[src/rtl/spi_dac_stream.sv]
// spi_dac_stream: SPI master streaming valid/ready words to one of N_CS DACs.
// Configurable word width, SCLK divider, SPI mode, chip-select gap and
// optional CS-held chaining for gapless back-to-back words.
module spi_dac_stream #(
    parameter int WORD_W  = 24,
    parameter int CLK_DIV = 2,
    parameter int MODE    = 0,
    parameter int N_CS    = 1,
    parameter int CS_GAP  = 2,
    localparam int SEL_W  = (N_CS > 1) ? $clog2(N_CS) : 1
) (
    input  logic              clk,
    input  logic              rst,
    input  logic              i_valid,
    output logic              o_ready,
    input  logic [WORD_W-1:0] i_data,
    input  logic [SEL_W-1:0]  i_cs_sel,
    input  logic              i_keep_cs,
    output logic              o_busy,
    output logic              o_word_done,
    output logic              o_sclk,
    output logic              o_mosi,
    output logic [N_CS-1:0]   o_cs_n
);

    localparam bit CPOL  = ((MODE / 2) % 2) == 1;
    localparam bit CPHA  = (MODE % 2) == 1;
    localparam int CNT_W = (CLK_DIV > 1) ? $clog2(CLK_DIV) : 1;
    localparam int BIT_W = $clog2(WORD_W);
    localparam int GAP_W = (CS_GAP > 1) ? $clog2(CS_GAP) : 1;

    // LEAD: half-period opened by a leading edge; TRAIL: opened by a trailing edge.
    typedef enum logic [2:0] {
        IDLE,
        SETUP,
        LEAD,
        TRAIL,
        HOLD,
        GAP
    } state_t;

    state_t            state;
    logic [CNT_W-1:0]  cnt;
    logic [BIT_W-1:0]  bit_idx;
    logic [GAP_W-1:0]  gap_cnt;
    logic [WORD_W-1:0] shreg;
    logic              keep;
    logic              armed;
    logic [N_CS-1:0]   cs_active_n;
    logic              tc;
    logic              last_bit;
    logic              chain_slot;
    logic              accept;

    assign tc         = (cnt == CNT_W'(CLK_DIV - 1));
    assign last_bit   = (bit_idx == BIT_W'(WORD_W - 1));
    assign chain_slot = (state == TRAIL) && last_bit && keep && tc;
    assign o_ready    = ((state == IDLE) && armed) || chain_slot;
    assign accept     = i_valid && o_ready;

    // Chip-select pattern for the requested channel; out-of-range selects leave all high.
    always_comb begin
        cs_active_n = '1;
        for (int unsigned i = 0; i < N_CS; i++) begin
            if (N_CS == 1 || i_cs_sel == SEL_W'(i)) begin
                cs_active_n[i] = 1'b0;
            end
        end
    end

    // Frame sequencer: half-period timing, bit shifting, chip selects and registered SPI outputs.
    always_ff @(posedge clk) begin
        o_word_done <= 1'b0;
        if (rst) begin
            state   <= IDLE;
            cnt     <= '0;
            bit_idx <= '0;
            gap_cnt <= '0;
            shreg   <= '0;
            keep    <= 1'b0;
            armed   <= 1'b0;
            o_cs_n  <= '1;
            o_sclk  <= CPOL;
            o_mosi  <= 1'b0;
            o_busy  <= 1'b0;
        end else begin
            armed <= 1'b1;
            if (state != IDLE && state != GAP) begin
                cnt <= tc ? '0 : cnt + 1'b1;
            end
            case (state)
                IDLE: begin
                    if (accept) begin
                        shreg  <= i_data;
                        keep   <= i_keep_cs;
                        o_cs_n <= cs_active_n;
                        o_busy <= 1'b1;
                        cnt    <= '0;
                        state  <= SETUP;
                        if (!CPHA) o_mosi <= i_data[WORD_W-1];
                    end
                end
                SETUP: begin
                    if (tc) begin
                        o_sclk  <= ~CPOL;
                        bit_idx <= '0;
                        state   <= LEAD;
                        if (CPHA) o_mosi <= shreg[WORD_W-1];
                    end
                end
                LEAD: begin
                    if (tc) begin
                        o_sclk <= CPOL;
                        state  <= TRAIL;
                        if (last_bit) begin
                            o_word_done <= 1'b1;
                            // CPHA=0 chaining: the next MSB must already be on MOSI
                            // before the leading edge that coincides with the accept,
                            // so it is taken from the waiting source word here.
                            if (!CPHA && keep) o_mosi <= i_data[WORD_W-1];
                        end else if (!CPHA) begin
                            o_mosi <= shreg[WORD_W-2];
                            shreg  <= shreg << 1;
                        end
                    end
                end
                TRAIL: begin
                    if (tc) begin
                        if (!last_bit) begin
                            o_sclk  <= ~CPOL;
                            bit_idx <= bit_idx + 1'b1;
                            state   <= LEAD;
                            if (CPHA) begin
                                o_mosi <= shreg[WORD_W-2];
                                shreg  <= shreg << 1;
                            end
                        end else if (accept) begin
                            shreg   <= i_data;
                            keep    <= i_keep_cs;
                            o_sclk  <= ~CPOL;
                            bit_idx <= '0;
                            o_mosi  <= i_data[WORD_W-1];
                            state   <= LEAD;
                        end else begin
                            state <= HOLD;
                        end
                    end
                end
                HOLD: begin
                    if (tc) begin
                        o_cs_n  <= '1;
                        gap_cnt <= '0;
                        state   <= GAP;
                    end
                end
                GAP: begin
                    if (gap_cnt == GAP_W'(CS_GAP - 1)) begin
                        o_busy <= 1'b0;
                        state  <= IDLE;
                    end else begin
                        gap_cnt <= gap_cnt + 1'b1;
                    end
                end
                default: state <= IDLE;
            endcase
        end
    end

endmodule

[config.mk]
export PLATFORM = sky130hd
export DESIGN_NAME = spi_dac_stream
export DESIGN_NICKNAME = d
export VERILOG_FILES = /design/src/rtl/spi_dac_stream.sv
export SDC_FILE = /design/constraint.sdc
export NUM_CORES = 1
export LEC_CHECK = 0
export CAP_MARGIN = 25
export CELL_PAD_IN_SITES_DETAIL_PLACEMENT = 0
export CELL_PAD_IN_SITES_GLOBAL_PLACEMENT = 2
export CORE_MARGIN = 4
export CORE_UTILIZATION = 30
export CTS_BUF_LIST = sky130_fd_sc_hd__clkbuf_8
export CTS_CLUSTER_SIZE = 28
export DETAILED_ROUTE_END_ITERATION = 8
export DONT_BUFFER_PORTS = 1
export GPL_TIMING_DRIVEN = 0
export PLACE_DENSITY_LB_ADDON = 0.3
export SLEW_MARGIN = 20
export SYNTH_ARGS = -nofsm -noshare
export SYNTH_HDL_FRONTEND = slang
export SYNTH_SLANG_ARGS = --single-unit
[constraint.sdc]
create_clock -name clk -period 4.2 [get_ports clk]
set_clock_uncertainty 0.2 [all_clocks]
set_input_delay 0.21 -clock clk [delete_from_list [all_inputs] [get_ports clk]]
set_output_delay 0.21 -clock clk [all_outputs]
set_load 0.05 [all_outputs]
Word-level counts from Yosys, hierarchy flattened
Cells that the tools add are included.
- equality and inequality tests: 17
- reductions and logical operators: 26
- mux-type cells: 49
- add/sub/neg operators: 3
- bitwise operators: 2
- operator list (operator ; number):
    $mux 24 ; 5
    $pmux 24 s3 ; 1
    $mux 3 ; 8
    $mux 1 ; 23
    $mux 5 ; 4
    $pmux 3 s6 ; 1
    $ne 2x2->1 const B ; 8
    $reduce_and 5->1 ; 3
    $pmux 5 s2 ; 1
    $reduce_bool 2->1 ; 5
    $ne 3x3->1 const B ; 3
    $reduce_and 3->1 ; 3
    $reduce_bool 3->1 ; 3
    $pmux 1 s2 ; 4
    $eq 3x2->1 const B ; 2
    $eq 3x3->1 const B ; 2
    $logic_and 1x1->1 ; 6
    $pmux 1 s3 ; 2
    $reduce_and 6->1 ; 1
    $add 5x1->5 const B ; 1
    $eq 5x5->1 const B ; 1
    $reduce_and 4->1 ; 1
    $eq 3x1->1 const B ; 1
    $logic_not 3->1 ; 1
    5 further kinds ; 7
- word-level logic and storage cells: 109
- input port bits: 29
- flip-flop bits (word level): 41
- output and inout bits: 6

Depth between registers and ports, before layout
Gate-level depths: netlist (run 1).
- depth after elaboration: 10
- depth in mapped cells: 7
- depth with buffers taken out: 5

Least setup slack after synthesis (run 1)
Ideal clock, no wire load.
- kind: reg2reg
- start: register bit_idx[0]
- end: register shreg[17]
- data required time: 3879 ps
- slack: 2137 ps
- arrival: 1742 ps
- stages on the path, launching flop included: 7
- period minus slack after synthesis: 2063 ps
- cells stage by stage: dfxtp_1 > ha_1 > nand4b_1 > a2bb2oi_1 > a22o_4 > buf_6 > mux2_4
- cells in the longest elaborated chain, start to end: 10
- elaborated cells on any way between the ends: 13
- those cells by class: eq/ne (3); mux (4); reduce/logical (6)
- ends and longest elaborated chain (what ; RTL line ; text):
    from (decl) ; 44 ; logic [BIT_W-1:0] bit_idx;
    from (signal assigned) ; 131 ; bit_idx <= bit_idx + 1'b1;
    $eq 5x5->1 (*) ; 56 ; assign last_bit = (bit_idx == BIT_W'(WORD_W - 1));
    $logic_and 1x1->1 (3 in series) ; 57 ; assign chain_slot = (state == TRAIL) && last_bit && keep && tc;
    $logic_or 1x1->1 ; 58 ; assign o_ready = ((state == IDLE) && armed) || chain_slot;
    $logic_and 1x1->1 ; 59 ; assign accept = i_valid && o_ready;
    $mux 24 (3 in series) ; n/a ;
    $pmux 24 s3 ; n/a ;
    to (signal assigned) ; 94 ; shreg <= i_data;
    to (signal assigned) ; 123 ; shreg <= shreg << 1;
    to (signal assigned) ; 135 ; shreg <= shreg << 1;
    to (decl) ; 46 ; logic [WORD_W-1:0] shreg;
Every way passes the cells marked *; elsewhere a longest branch is shown, timed or not. The select of a mux whose other input is x is not followed.
A chain may end at the register's enable or synchronous reset.

Final worst setup path (run 1)
- start: register bit_idx[0]
- end: register shreg[14]
The elaborated chain is that of the path after synthesis.

==> results.cfg, run 1 <==
[outcome]
outcome = finished, final reports clean

[die]
design.portCount = 35
fp.dieArea_mm2 = 0.009307
rows = 31
die_width_um = 96.48
floorplan.initialDensity = 0.3154
floorplan.die.height_um = 96.48
core_area_mm2 = 0.007447

[sta]
slew_headroom = 0.6320
drv_slew = 0
worstMarginPinSlew_ns = 0.5513
finalSetupViolations = 0
achievable-frequency_mhz = 368.8
grt_setup_unrepaired = no
post-route-min-period_ns = 2.712
final.setup.tns_ns = 0
final.period_utilization = 0.6456
fin_worst_hold_slack_ns = 0.009088
hold_violations = 0

[worst_setup_path]
timing.critical_path.to_type = register
critPathLaunchType = register
worst_path_max_delay_cell = sky130_fd_sc_hd__dlygate4sd3_1
crit_start = bit_idx[0]
worst-endpoint-required_ns = 4.19
critPathArrivalTime_ns = 2.70
rr_startpoint = bit_idx[0]
timing_worst_setup_path_type = register to register
crit_fanout = 8
worst_path_largest_cell_delay_ns = 0.55
path_delay_family = compound AO/OA/AOI/OAI gates
critical_path_buf_inv_count = 1
critical_path.cell_chain = ha_1 -> nand4b_1 -> a2bb2oi_1 -> a22o_4 -> mux2_2 -> dlygate4sd3_1

[final_layout]
net_count_final = 309
multi_input_area_mm2 = 0.001418
antenna-diode-count = 0
post_route_cells_drive_above_1_share = 0.1786
layout.core_utilization = 0.3720
num-fill-cells = 802
area.sequential_um2 = 800.8
area_delta_synth_final_pct = 17.95

[synthesis]
seq_area_frac_synth = 0.3410
yosys.cell_types.count = 44
synth_top_area_share = 0.3410
synth_largest_area_cell = sky130_fd_sc_hd__dfxtp_1
number_of_nets_produced_by_synthesis = 282
synth_seq_cells = 40
synth-edff-count = 0
postSynthCellCount = 252
synth_ff_type = sky130_fd_sc_hd__dfxtp_1
asyncSetResetFlopFracSynth = 0
synth_most_common_cell = sky130_fd_sc_hd__dfxtp_1
post_synth_most_frequent_cells = sky130_fd_sc_hd__dfxtp_1, sky130_fd_sc_hd__nor2_1, sky130_fd_sc_hd__mux2i_1, sky130_fd_sc_hd__nor2b_1, sky130_fd_sc_hd__mux2_4
average_size_of_a_mapped_cell_um2 = 9.319
ys_warn_count = 0
synthesis.area_mm2 = 0.002349
synth_area_leaders = sky130_fd_sc_hd__dfxtp_1, sky130_fd_sc_hd__mux2_4, sky130_fd_sc_hd__mux2i_1, sky130_fd_sc_hd__nor2b_1, sky130_fd_sc_hd__nor2_1

[detailed_routing]
dr_total_vias = 1920
met3WireLength_um = 344
route.layer.met1.wl_um = 2925
dr.max_layer_used = met4
remaining_antenna_violation_count = 0
met2_wirelength_um = 2525
drt-wirelength-per-cell_um = 15.50
drt-vias-per-instance = 5.066
detail_route.first_pass.iterations = 4
detail_route.iter0.violations = 155
route.final.wire_length_um = 5874
drc = 0

[run]
cap_viol_max_count = 0

[worst_hold_path]
min-delay-start = i_data[19]
min_path_type = primary input to register

[clock_network]
ctsLongestPathBuffers = 2
tritoncts = built
clk-insertion-delay-late_ns = 0.30
post_cts_resize_count = 0
clk_pin_slew_ns = 0.09
tritoncts_num_sinks = 40
depth_of_the_cts_h_tree = 2
number_of_buffers_created_by_cts = 5
clk_tree_root_cell = sky130_fd_sc_hd__clkbuf_8

[grt]
global_route.usage.total = 0.1406
number_of_antenna_violations_at_the_first_check_in_global_routing = 0
grt_start_max_net_pins = 14
first_global_vias = 1981
globalRoute.totalOverflow = 0
grt_first_pass_wirelength_um = 10130

[power]
total_power_uw = 843.4
vdd.ir_drop.worst_mv = 0.1109
power.leakage_uw = 0.001027
power.density_cell_area_mw_per_mm2 = 304.5

[place]
global_placement_routability_congestion = 0.7813
dp_hpwl_um = 4085
numPortBuffers = 0
[area by class of cell]
cell class | count | area share
buffer | 21 | 0.04155
clock buffer | 6 | 0.02981
inverter | 4 | 0.005420
sequential | 40 | 0.2891
multi-input combinational | 187 | 0.5117
clock inverter | 2 | 0.005420
timing repair buffer | 20 | 0.07227
tap | 99 | 0.04472
[layout by cell type (no fill, tap or decap), types with 2 or more instances in the layout]
cell type,count
sky130_fd_sc_hd__buf_2,5
sky130_fd_sc_hd__a31oi_1,3
sky130_fd_sc_hd__buf_6,3
sky130_fd_sc_hd__o21ai_0,7
sky130_fd_sc_hd__a31o_2,2
sky130_fd_sc_hd__mux2_4,19
sky130_fd_sc_hd__nor2_1,29
sky130_fd_sc_hd__nand4b_1,2
sky130_fd_sc_hd__nor4_1,5
sky130_fd_sc_hd__inv_1,4
sky130_fd_sc_hd__nor3_1,5
sky130_fd_sc_hd__nand3b_1,4
sky130_fd_sc_hd__o221a_2,2
sky130_fd_sc_hd__clkinvlp_4,2
sky130_fd_sc_hd__nor2b_1,23
sky130_fd_sc_hd__nand2_1,12
sky130_fd_sc_hd__mux2i_1,24
sky130_fd_sc_hd__dlygate4sd3_1,20
sky130_fd_sc_hd__and4b_1,2
sky130_fd_sc_hd__nand3_1,8
sky130_fd_sc_hd__buf_4,2
sky130_fd_sc_hd__clkbuf_1,10
sky130_fd_sc_hd__clkbuf_8,6
sky130_fd_sc_hd__dfxtp_1,40
sky130_fd_sc_hd__a311oi_1,3
sky130_fd_sc_hd__nand2b_1,3
sky130_fd_sc_hd__a21oi_1,13
sky130_fd_sc_hd__mux2_2,3
[final timing paths]
check,cells after the start,slack (ns),endpoint
hold reg to reg,2,0.27,shreg[0]
setup / recovery,6,1.49,shreg[14]
setup reg to reg,6,1.49,shreg[14]
hold / removal,3,0.009,shreg[19]
[metrics by stage]
stage                     instance area [µm²]  std cells  setup WS, ns
after global routing                     2770        379         1.323
after floorplan                          2349        252         2.137
after global placement                   2472        351         1.851
after detailed placement                 2472        351         1.843
final                                    2770        379         1.488
after CTS                                2770        379         1.496
[worst register-to-register path, cell delays in order (launching register included)]
cell	delay [ns]
sky130_fd_sc_hd__dfxtp_1	0.39
sky130_fd_sc_hd__ha_1	0.28
sky130_fd_sc_hd__nand4b_1	0.36
sky130_fd_sc_hd__a2bb2oi_1	0.26
sky130_fd_sc_hd__a22o_4	0.32
sky130_fd_sc_hd__mux2_2	0.27
sky130_fd_sc_hd__dlygate4sd3_1	0.55
[report_power, final]
group / switching [µW] / internal (µW) / total [µW]
registers: 22.5 / 398 / 420
clock network: 150 / 133 / 283
logic: 68.9 / 71.3 / 140
total: 241 / 602 / 843
[state kept, by name, indices dropped and copies added (netlist names)]
signal / count
o_busy: 1
shreg: 23
o_cs_n: 1
o_word_done: 1
state: 3
o_mosi: 1
keep: 1
gap_cnt: 1
cnt: 1
bit_idx: 5
armed: 1
o_sclk: 1
[metal layers]
| layer | global-route usage | vias to the layer above |
|---|---|---|
| met5 | 0 | - |
| met4 | 0.04439 | 0 |
| met3 | 0.04260 | 7 |
| met2 | 0.2103 | 43 |
| met1 | 0.1930 | 918 |
| li1 | - | 952 |
[cells by family (layout without fill, tap and decap cells)]
kind of cell               after synthesis  after routing  synth area share
and+or+nand+nor                         98             98            0.2339
adders and majority gates                1              1          0.005327
DFF                                     40             40            0.3410
muxes                                   46             46            0.2381
AOI/OAI and AO/OA                       42             42            0.1263
buffers and inverters                   25             53           0.05540
[repair_timing]
item | CTS | global route
setup buffers | 0 | 0
hold buffers | 20 | 0
endpoints found under the hold margin | 19 | 0
Note: power is estimated with default switching activity, not from simulation.
==> run 2, diff against run 1 <==
- clock period: 4.2 -> 2.7 ns (I/O delays scaled with it)
==> run 2 against run 1 <==
Via count grew 1.7%. Total power rose by 56%. Critical endpoint is now shreg[3]. Global-route usage increased by 0.25 points. Die area did not move. Combinational power up 61%. Non-clock buffer count up 6. Hold slack gained 0.098 ns.
==> results.cfg, run 2 (synthesized netlist as in run 1, its figures left out) <==
[worst_setup_path]
path_delay_family = compound AO/OA/AOI/OAI gates
critical_path_buf_inv_count = 1
critical_path.cell_chain = ha_1 -> nand4b_1 -> a2bb2oi_1 -> a22o_4 -> buf_6 -> mux2_4
timing_worst_setup_path_type = register to register
critPathLaunchType = register
worst_path_max_delay_cell = sky130_fd_sc_hd__dfxtp_1
worst-endpoint-required_ns = 2.69
critPathArrivalTime_ns = 2.37
crit_fanout = 10
timing.critical_path.to_type = register
worst_path_largest_cell_delay_ns = 0.39

[clock_network]
clk-insertion-delay-late_ns = 0.30
depth_of_the_cts_h_tree = 2
tritoncts = built
clk_pin_slew_ns = 0.08
ctsLongestPathBuffers = 2
clk_tree_root_cell = sky130_fd_sc_hd__clkbuf_8
tritoncts_num_sinks = 40
number_of_buffers_created_by_cts = 5

[final_layout]
reg_top3 = shreg: 23 flops, bit_idx: 5 flops, state: 3 flops
final_common_cell = sky130_fd_sc_hd__dfxtp_1
layoutNonFillerInstCount = 385
net_count_final = 315
max_flop_register = shreg
antenna-diode-count = 0
area_delta_synth_final_pct = 20.51
post_route_cells_drive_above_1_share = 0.1748
num-fill-cells = 803
number_of_flip_flops_under_the_largest_register_name = 23
final_cell_mix = sky130_fd_sc_hd__dfxtp_1, sky130_fd_sc_hd__nor2_1, sky130_fd_sc_hd__dlygate4sd3_1

[detailed_routing]
remaining_antenna_violation_count = 0
dr_total_vias = 1953
route.final.wire_length_um = 5984
drt-wirelength-per-cell_um = 15.54
drt-vias-per-instance = 5.073
detail_route.first_pass.iterations = 5
drc = 0
detail_route.iter0.violations = 148

[die]
design.portCount = 35
die_width_um = 96.48
fp.dieArea_mm2 = 0.009307
floorplan.initialDensity = 0.3154
floorplan.die.height_um = 96.48
rows = 31
core_area_mm2 = 0.007447

[grt]
grt_first_pass_wirelength_um = 10330
first_global_vias = 2018
grt_start_max_net_pins = 14
global_route.usage.total = 0.1431
number_of_antenna_violations_at_the_first_check_in_global_routing = 0
globalRoute.totalOverflow = 0

[sta]
finalSetupViolations = 0
achievable-frequency_mhz = 420.5
slew_headroom = 0.6302
final.period_utilization = 0.8808
grt_setup_unrepaired = no
final.setup.tns_ns = 0
hold_violations = 0
drv_slew = 0
post-route-min-period_ns = 2.378
worstMarginPinSlew_ns = 0.5548

[power]
power.density_cell_area_mw_per_mm2 = 466.0
power.leakage_uw = 0.001049
vdd.ir_drop.worst_mv = 0.1705

[place]
place_inst = 351
global_placement_routability_congestion = 0.7813
dp_hpwl_um = 4085
numPortBuffers = 0

[run]
cap_viol_max_count = 0

[worst_hold_path]
min_path_type = primary input to register

[outcome]
outcome = finished, final reports clean
[run 2: changes by cell type in the layout (fill, tap and decap cells not counted), sizes merged]
cell / delta
dlygate4sd3: +6
[run 2: cell type report]
class                      instances  area, µm²  share of cell area
buffer                            21      115.1             0.04067
clock buffer                       6      82.58             0.02918
clock inverter                     2      15.01            0.005305
inverter                           4      15.01            0.005305
timing repair buffer              26      260.3             0.09195
sequential                        40      800.8              0.2829
multi-input combinational        187       1418              0.5009
tap                               99      123.9             0.04377
[run 2: routing by layer]
layer  part of all wire  vias up  track usage
met5                  0        -            0
met4              0.011        0      0.04439
met3              0.051        5      0.03873
met2               0.45       50       0.2195
met1               0.49      935       0.1951
li1                   -      963            -
[run 2: path summary, 6_finish.rpt]
| path | to | slack [ns] | from | depth (start not counted) |
|---|---|---|---|---|
| max | shreg[3] | 0.32 | bit_idx[0] | 6 |
| min | o_busy | 0.11 | i_valid | 3 |
| min reg2reg | bit_idx[1] | 0.28 | bit_idx[1] | 2 |
| max reg2reg | shreg[3] | 0.32 | bit_idx[0] | 6 |
[run 2: per-stage QoR]
stage	instance area, µm²	power [µW]	setup slack (ns)	utilization	hold slack [ns]
floorplan	2349	823.6	0.6367	-	0.08246
global placement	2472	862.6	0.3508	0.3320	0.09147
detailed placement	2472	863.4	0.3433	0.3320	0.09639
CTS	2830	1343	0.3309	0.3800	0.09456
global route	2830	1388	0.1988	0.3800	0.1208
finish	2830	1319	0.3220	0.3800	0.1068
[run 2: report_power, final]
part	internal [µW]	switching, µW
clock	207	231
sequential	619	35.2
combinational	117	110
total	943	376
[run 2: worst register-to-register path, stage by stage (launching register included)]
cell and delay, ns:
sky130_fd_sc_hd__dfxtp_1 0.39, sky130_fd_sc_hd__ha_1 0.28, sky130_fd_sc_hd__nand4b_1 0.36, sky130_fd_sc_hd__a2bb2oi_1 0.26
sky130_fd_sc_hd__a22o_4 0.32, sky130_fd_sc_hd__buf_6 0.17, sky130_fd_sc_hd__mux2_4 0.31
[run 2: timing repair]
item / CTS / global route
endpoints found under the hold margin: 25 / 0
buffers inserted: 0 / 0
gates resized for setup: 0 / 0
hold buffers: 26 / 0
